===== src/rtl/mem_stage_pkg.sv =====
// Shared types for the MEM stage: FSM states, counter sizing and the MEM/WB bundle.
package mem_stage_pkg;

  localparam int MW_DATA_W   = 16;
  localparam int MW_REGSEL_W = 3;

  typedef enum logic [1:0] {
    IDLE   = 2'd0,
    BUSY   = 2'd1,
    HALTED = 2'd2
  } state_t;

  // Width needed to count up to TIMEOUT without wrapping.
  function automatic int cnt_width(input int timeout);
    return $clog2(timeout + 1);
  endfunction

  typedef struct packed {
    logic                   valid;
    logic                   reg_write;
    logic                   mem_to_reg;
    logic                   halt;
    logic                   err;
    logic [MW_DATA_W-1:0]   mem_data;
    logic [MW_DATA_W-1:0]   alu_out;
    logic [MW_REGSEL_W-1:0] write_reg_sel;
  } mem_wb_t;

endpackage


===== src/rtl/mem_stage_mem_wb_reg.sv =====
// MEM/WB pipeline register: synchronous reset, load enable, whole bundle at once.
module mem_wb_reg
  import mem_stage_pkg::*;
(
  input  logic    clk,
  input  logic    rst,
  input  logic    i_load,
  input  mem_wb_t i_d,
  output mem_wb_t o_q
);

  always_ff @(posedge clk) begin
    if (rst) begin
      o_q <= '0;
    end else if (i_load) begin
      o_q <= i_d;
    end
  end

endmodule


===== src/rtl/memory_stage.sv =====
// MEM stage: issues data-memory accesses, stalls upstream while one is in flight,
// and retires into the MEM/WB register. Handshake: mem_en is held with stable
// mem_wr/mem_addr/mem_wdata until the cycle mem_done is seen; mem_done with mem_en=0 is ignored.
module memory_stage
  import mem_stage_pkg::*;
#(
  parameter int DATA_W    = MW_DATA_W,
  parameter int REGSEL_W  = MW_REGSEL_W,
  parameter int TIMEOUT   = 64,
  parameter bit ALIGN_CHK = 1'b1
) (
  input  logic                clk,
  input  logic                rst,
  input  logic                valid_m,
  input  logic [DATA_W-1:0]   aluOut_m,
  input  logic [DATA_W-1:0]   read2Data_m,
  input  logic                memRead_m,
  input  logic                memWrite_m,
  input  logic                memToReg_m,
  input  logic                regWrite_m,
  input  logic                halt_m,
  input  logic [REGSEL_W-1:0] writeRegSel_m,
  output logic                mem_en,
  output logic                mem_wr,
  output logic [DATA_W-1:0]   mem_addr,
  output logic [DATA_W-1:0]   mem_wdata,
  input  logic [DATA_W-1:0]   mem_rdata,
  input  logic                mem_done,
  output logic                stall_m,
  output logic                valid_w,
  output logic                regWrite_w,
  output logic                memToReg_w,
  output logic                halt_w,
  output logic                err_w,
  output logic [DATA_W-1:0]   memData_w,
  output logic [DATA_W-1:0]   aluOut_w,
  output logic [REGSEL_W-1:0] writeRegSel_w,
  output state_t              dbg_state
);

  localparam int CNT_W = cnt_width(TIMEOUT);

  state_t              r_state, w_state_nxt;
  logic [CNT_W-1:0]    r_cnt, w_cnt_nxt;
  logic [DATA_W-1:0]   r_hold_addr, r_hold_wdata;
  logic                r_hold_wr, r_hold_mem_to_reg, r_hold_reg_write, r_hold_halt;
  logic [REGSEL_W-1:0] r_hold_sel;
  logic                w_hold_load, w_wb_load, w_memop, w_misalign;
  mem_wb_t             w_wb_d, w_wb_q;

  assign w_memop    = valid_m & (memRead_m | memWrite_m);
  assign w_misalign = ALIGN_CHK & aluOut_m[0];

  always_comb begin
    w_state_nxt = r_state;
    w_cnt_nxt   = r_cnt;
    w_hold_load = 1'b0;
    w_wb_load   = 1'b0;
    w_wb_d      = '0;
    mem_en      = 1'b0;
    mem_wr      = 1'b0;
    mem_addr    = '0;
    mem_wdata   = '0;
    stall_m     = 1'b0;
    if (!rst) begin
      unique case (r_state)
        IDLE: begin
          w_wb_load = 1'b1;
          if (!w_memop) begin
            w_wb_d.valid         = valid_m;
            w_wb_d.reg_write     = regWrite_m;
            w_wb_d.mem_to_reg    = memToReg_m;
            w_wb_d.halt          = valid_m & halt_m;
            w_wb_d.alu_out       = aluOut_m;
            w_wb_d.write_reg_sel = writeRegSel_m;
            if (valid_m && halt_m) w_state_nxt = HALTED;
          end else if (w_misalign) begin
            w_wb_d.valid         = 1'b1;
            w_wb_d.mem_to_reg    = memToReg_m;
            w_wb_d.halt          = 1'b1;
            w_wb_d.err           = 1'b1;
            w_wb_d.alu_out       = aluOut_m;
            w_wb_d.write_reg_sel = writeRegSel_m;
            w_state_nxt          = HALTED;
          end else begin
            mem_en      = 1'b1;
            mem_wr      = memWrite_m;
            mem_addr    = aluOut_m;
            mem_wdata   = read2Data_m;
            w_hold_load = 1'b1;
            if (mem_done) begin
              w_wb_d.valid         = 1'b1;
              w_wb_d.reg_write     = regWrite_m & ~memWrite_m;
              w_wb_d.mem_to_reg    = memToReg_m;
              w_wb_d.halt          = halt_m;
              w_wb_d.mem_data      = memWrite_m ? '0 : mem_rdata;
              w_wb_d.alu_out       = aluOut_m;
              w_wb_d.write_reg_sel = writeRegSel_m;
              if (halt_m) w_state_nxt = HALTED;
            end else begin
              stall_m     = 1'b1;
              w_state_nxt = BUSY;
              w_cnt_nxt   = CNT_W'(1);
            end
          end
        end
        BUSY: begin
          // Upstream is frozen but not trusted: everything comes from the hold registers.
          mem_en    = 1'b1;
          mem_wr    = r_hold_wr;
          mem_addr  = r_hold_addr;
          mem_wdata = r_hold_wdata;
          stall_m   = ~mem_done;
          w_wb_load = 1'b1;
          if (mem_done) begin
            w_wb_d.valid         = 1'b1;
            w_wb_d.reg_write     = r_hold_reg_write & ~r_hold_wr;
            w_wb_d.mem_to_reg    = r_hold_mem_to_reg;
            w_wb_d.halt          = r_hold_halt;
            w_wb_d.mem_data      = r_hold_wr ? '0 : mem_rdata;
            w_wb_d.alu_out       = r_hold_addr;
            w_wb_d.write_reg_sel = r_hold_sel;
            w_state_nxt          = r_hold_halt ? HALTED : IDLE;
            w_cnt_nxt            = '0;
          end else if (r_cnt == CNT_W'(TIMEOUT - 1)) begin
            w_wb_d.valid         = 1'b1;
            w_wb_d.mem_to_reg    = r_hold_mem_to_reg;
            w_wb_d.halt          = 1'b1;
            w_wb_d.err           = 1'b1;
            w_wb_d.alu_out       = r_hold_addr;
            w_wb_d.write_reg_sel = r_hold_sel;
            w_state_nxt          = HALTED;
            w_cnt_nxt            = '0;
          end else if (r_cnt != '1) begin
            w_cnt_nxt = r_cnt + CNT_W'(1);
          end
        end
        HALTED: begin
          stall_m      = 1'b1;
          w_wb_load    = 1'b1;
          w_wb_d       = w_wb_q;
          w_wb_d.valid = 1'b0;
        end
        default: w_state_nxt = IDLE;
      endcase
    end
  end

  always_ff @(posedge clk) begin
    if (rst) begin
      r_state           <= IDLE;
      r_cnt             <= '0;
      r_hold_addr       <= '0;
      r_hold_wdata      <= '0;
      r_hold_wr         <= 1'b0;
      r_hold_mem_to_reg <= 1'b0;
      r_hold_reg_write  <= 1'b0;
      r_hold_halt       <= 1'b0;
      r_hold_sel        <= '0;
    end else begin
      r_state <= w_state_nxt;
      r_cnt   <= w_cnt_nxt;
      if (w_hold_load) begin
        r_hold_addr       <= aluOut_m;
        r_hold_wdata      <= read2Data_m;
        r_hold_wr         <= memWrite_m;
        r_hold_mem_to_reg <= memToReg_m;
        r_hold_reg_write  <= regWrite_m;
        r_hold_halt       <= halt_m;
        r_hold_sel        <= writeRegSel_m;
      end
    end
  end

  mem_wb_reg u_mem_wb_reg (
    .clk    (clk),
    .rst    (rst),
    .i_load (w_wb_load),
    .i_d    (w_wb_d),
    .o_q    (w_wb_q)
  );

  assign valid_w       = w_wb_q.valid;
  assign regWrite_w    = w_wb_q.reg_write;
  assign memToReg_w    = w_wb_q.mem_to_reg;
  assign halt_w        = w_wb_q.halt;
  assign err_w         = w_wb_q.err;
  assign memData_w     = w_wb_q.mem_data;
  assign aluOut_w      = w_wb_q.alu_out;
  assign writeRegSel_w = w_wb_q.write_reg_sel;
  assign dbg_state     = r_state;

endmodule


===== config.mk =====
export PLATFORM = sky130hd
export DESIGN_NAME = memory_stage
export DESIGN_NICKNAME = d
export VERILOG_FILES = /design/src/rtl/mem_stage_pkg.sv /design/src/rtl/mem_stage_mem_wb_reg.sv /design/src/rtl/memory_stage.sv
export SDC_FILE = /design/constraint.sdc
export NUM_CORES = 1
export LEC_CHECK = 0
export ABC_AREA = 1
export BUFFER_PORTS_ARGS = -buffer_cell sky130_fd_sc_hd__buf_2
export CAP_MARGIN = 20
export CORE_ASPECT_RATIO = 0.8
export CORE_MARGIN = 4
export CORE_UTILIZATION = 50
export DETAILED_ROUTE_END_ITERATION = 16
export PLACE_DENSITY = 0.88
export SLEW_MARGIN = 40
export SYNTH_ARGS = -nofsm -noshare
export SYNTH_HDL_FRONTEND = slang
export SYNTH_SLANG_ARGS = --single-unit

===== constraint.sdc =====
create_clock -name clk -period 2.61 [get_ports clk]
set_clock_uncertainty 0.2 [all_clocks]
set_input_delay 0.1305 -clock clk [delete_from_list [all_inputs] [get_ports clk]]
set_output_delay 0.1305 -clock clk [all_outputs]
set_load 0.02 [all_outputs]

# Word-level counts from Yosys, hierarchy flattened

Index checks and enable logic that the tools add are counted.
Widths: inputs -> output; s select.

Flip-flop bits (word level): 88
Bits of input ports: 60
Output and inout port bits: 77
Logic and storage cells: 109

$add $sub $neg: 1
Eq/ne operators: 11
Multiplexer cells: 64
Bitwise operators: 9
Reductions and logical operators: 7

Operators by type and width:

| kind                | number |
|---|---|
| $mux 16             | 10 |
| $pmux 40 s3         | 1 |
| $mux 19             | 4 |
| $pmux 16 s2         | 2 |
| $mux 7              | 6 |
| $mux 35             | 1 |
| $mux 1              | 21 |
| $mux 2              | 10 |
| $mux 17             | 1 |
| $pmux 7 s2          | 1 |
| $mux 4              | 2 |
| $add 7x1->7 const B | 1 |
| $eq 7x6->1 const B  | 1 |
| $ne 7x7->1 const B  | 1 |
| $ne 2x2->1 const B  | 3 |
| $ne 3x3->1 const B  | 2 |
| $pmux 2 s3          | 1 |
| $ne 5x5->1 const B  | 1 |
| $reduce_and 5->1    | 1 |
| $and 1x1->1         | 4 |
| $ne 4x4->1 const B  | 1 |
| $not 1->1           | 4 |
| $pmux 1 s2          | 2 |
| $reduce_and 4->1    | 1 |
| 10 further kinds    | 10 |

# Depth between registers and ports, before layout

Depth in word-level cells: 6
Gate-level depth with buffers: 10
Depth with buffers taken out: 9

# Cells and area by module

From an unflattened synthesis, not the netlist that was laid out.

Cell total of the unflattened synthesis: 837
Area, all modules: 5188.7 µm²

Modules (own cells, without submodules):

| module       | instances | cells each | area an instance (µm²) | sequential area each (µm²) |
|---|---|---|---|---|
| memory_stage | 1         | 583        | 3527.1                 | 960.9 |
| mem_wb_reg   | 1         | 254        | 1661.6                 | 800.8 |

# Worst setup path after synthesis

No wires, ideal clock.

Path type: flip-flop to output port
Start: reg r_state[0] (netlist: dbg_state[0])
End: out mem_addr[10]
Data arrival time: 1.528 ns
Data required time: 2.280 ns
Setup slack: 0.752 ns
Stages on the path, launching flop included: 7
Path buffers: 2
Path through: dfxtp_1 > nand2_2 > inv_2 > buf_4 > buf_2 > nand2_1 > a21oi_1

Cells in the longest elaborated chain, start to end: 3
Elaborated cells on any way between the ends: 4
Those cells by class: eq/ne: 1; mux: 2; reduce/logical: 1

RTL lines:

| element                                       | line                | RTL |
|---|---|---|
| start: declaration                            | memory_stage.sv:43  | `state_t r_state, w_state_nxt;` |
| start signal: assignment                      | memory_stage.sv:161 | `r_state <= w_state_nxt;` |
| $eq 2x1->1 or $logic_not 2->1 (tied branches) | memory_stage.sv:66  | `unique case (r_state)` |
| $pmux 16 s2 (*)                               | memory_stage.sv:66  |  |
| $mux 16 (*)                                   | memory_stage.sv:65  | `if (!rst) begin` |
| end: declaration                              | memory_stage.sv:25  | `output logic [DATA_W-1:0] mem_addr,` |

Every way passes the cells marked *; elsewhere a longest branch is shown, timed or not.

# Final worst setup path

Start: in memWrite_m
End: out mem_addr[8]

Cells in the longest elaborated chain, start to end: 5

RTL lines:

| element            | line               | RTL |
|---|---|---|
| start: declaration | memory_stage.sv:18 | `input logic memWrite_m,` |
| $or 1x1->1         | memory_stage.sv:51 | `assign w_memop = valid_m & (memRead_m \| memWrite_m);` |
| $and 1x1->1        | memory_stage.sv:51 |  |
| $mux 16            | memory_stage.sv:69 | `if (!w_memop) begin` |
| $pmux 16 s2        | memory_stage.sv:66 |  |
| $mux 16            | memory_stage.sv:65 |  |

No other way between the ends.

==> metrics.yaml <==
cp-end-kind: "primary output"
dp_slack_ns: 0.404
port_buffers: 136
max_slew_margin_pct: 48.2
min_period_ns: 2.50
die_y_um: 90.5
worstSetupEndpoint: "mem_addr[8]"
fp.dieW_um: 111
rows: 29
drt_iter0_markers: 485
synthFlopType: "dfxtp_1"
dp.final_hpwl_mm: 7.93
setup_slack_ns: 0.106
fmax_mhz: 399
synth_most_common_cell: "nand2_1"
worst-setup-path-type: "input pin to primary output"
synthArstFlopShare_pct: 0
post-route-drc-count: 0
synth_seq_area_share_pct: 41.4
place_congestion: 0.900
groute.usage.overall_pct: 25.0
cts_sinks: 88
coreArea_um2: 8090
wirelength_mm: 13.2
dieArea_um2: 10100
status: "complete, no violations"
maxCapViolations: 0
vias_per_cell: 5.29
setup_viol: 0
cp.arrival_ns: 2.17
grt_max_degree: 70
antenna_cells: 0
reg2reg_depth: 7
drive_gt1_share_pct: 24.3
ctsRootBufferMaster: "clkbuf_8"
fillers: 650
clock_latency_ns: 0.35
io_pins: 137
fin_crit_sh_pct: 95.9
grt_pass1_wl_mm: 21.3
top_regs: "u_mem_wb_reg.o_q: 40 flops, r_hold_addr: 16 flops, r_hold_wdata: 16 flops"
synth_edf_count: 0
fin_setup_tns_ns: 0
vias: 4887
synth_area_leaders: "dfxtp_1 (41%), nand2_1 (15%), a21oi_1 (9.8%)"
hold_viol_final: 0
syn_nets: 697
regMostFlops: "u_mem_wb_reg.o_q"
cts_buffers: 9
synth.distinct_cells: 28
overflow: 0
areaGrowthSynthToFinish_pct: 34.7
synth_top_cell_area_share_pct: 41.4
grt_pass1_vias: 4567
hold_class: "input pin to flop"
nNetsFinal: 871
crit_path_max_fanout: 15
synth_largest_area_cell: "dfxtp_1"
wl_per_cell_um: 14.3
required_ns: 2.28
synthCells: 636
worst_pin_slew_ns: 0.778
rrSetupSlack_ns: 0.51
cellPowerDensity_nw_per_um2: 545
drv_slew: 0
ir_worst_vdd_v: 0.000324
netlist_area_um2: 4260
start_util_pct: 52.6
largest_register_ffs: 40
start_kind: "input pin"
antenna_found_initial: 0
r2r-start: "dbg_state[1]"
rsz0062_at_grt: "false"
ctsHtreeMaxLevel: 3
cts_tree: "yes"
first_pass_iters: 5
cts.clk_slew.worst_paths_ns: 0.08
ys_seq_elements: 88
rr_endpoint: "u_mem_wb_reg.o_q[20]"
clockBufferDepth: 2
ant_nets: 0
p_leak_nw: 2.75
cp-startpoint: "memWrite_m"
yosys_warnings: 0
avgSynthCellArea_um2: 6.69
netlist_top_cells_count: "nand2_1 (175), dfxtp_1 (88), a21oi_1 (83), nor2_1 (78), nand3_1 (55)"
[area by class of cell]
type | count | area, µm² | area share (%)
Clock buffer | 12 | 145 | 2.53
Tap cell | 108 | 135 | 2.36
Inverter | 55 | 210 | 3.67
Multi-Input combinational cell | 454 | 2090 | 36.4
Timing Repair Buffer | 202 | 1310 | 22.9
Clock inverter | 4 | 77.6 | 1.35
Sequential cell | 88 | 1760 | 30.7
[layer usage]
metal	global-route usage [%]	wire (µm)	vias up
met5	0	0	-
met3	8.44	1310	29
met4	6.59	226	0
met1	31.0	5460	2208
li1	-	-	2369
met2	42.0	6180	281
[cells by family after synthesis]
group,share of synthesized area [%]
AO/OA/AOI/OAI,14.9
adder cells (fa/ha/maj),0.294
buffers and inverters,9.82
flip-flops,41.4
AND/OR/NAND/NOR,33.6
[worst min-delay path by stage]
stage | slack (ns) | cells past startpoint | endpoint | from
floorplan | 0.07 | 2 | r_hold_halt | halt_m
global placement | 0.19 | 3 | r_hold_sel[0] | writeRegSel_m[0]
detailed placement | 0.19 | 3 | r_hold_sel[0] | writeRegSel_m[0]
CTS | 0.005 | 3 | u_mem_wb_reg.o_q[38] | mem_done
global route | 0.04 | 3 | u_mem_wb_reg.o_q[38] | mem_done
finish | 0.04 | 3 | u_mem_wb_reg.o_q[38] | mem_done
[report_power, final]
group / switching, mW / total (mW) / internal [mW]
Clock: 0.479 / 1.05 / 0.570
Sequential: 0.0452 / 1.46 / 1.42
Combinational: 0.384 / 0.613 / 0.228
Total: 0.908 / 3.12 / 2.22
[what timing repair did]
item | in CTS | in global routing
setup buffers | 0 | 2
hold buffers | 55 | 0
endpoints found under the hold margin | 74 | 0
gates resized for setup | 0 | 2
setup endpoints to repair | 0 | 33
[worst max-delay path, cell delays in order]
cell and delay [ns]:
dlygate4sd3_1 0.53, buf_2 0.13, inv_2 0.06, nand2_1 0.13
nand2_1 0.23, nor2_4 0.45, nand2_1 0.14, a21oi_1 0.17
buf_2 0.19
[metrics by stage]
stage	util, %	std cells	total power, mW	hold slack, ns	cell area [µm²]
6_report	70.8	923	3.12	0.0408	5730
5_1_grt	70.8	923	3.27	0.0436	5730
4_1_cts	70.5	920	3.12	0.00484	5700
3_5_place_dp	60.9	849	2.02	0.192	4930
3_3_place_gp	60.9	849	2.00	0.189	4930
2_1_floorplan	-	636	1.85	0.0654	4260
[cells in the final DEF, fill, tap and decap left out, types with 5 or more instances in the layout]
| cell | instances |
|---|---|
| nand3_1 | 55 |
| dfxtp_1 | 88 |
| buf_4 | 11 |
| a21oi_1 | 83 |
| nand2_2 | 11 |
| a31oi_1 | 5 |
| dlygate4sd3_1 | 55 |
| inv_1 | 49 |
| nor2_1 | 78 |
| o21ai_0 | 17 |
| clkbuf_8 | 10 |
| nand2_1 | 175 |
| a21oi_2 | 10 |
| buf_2 | 136 |
Note: power is estimated with default switching activity, not from simulation.
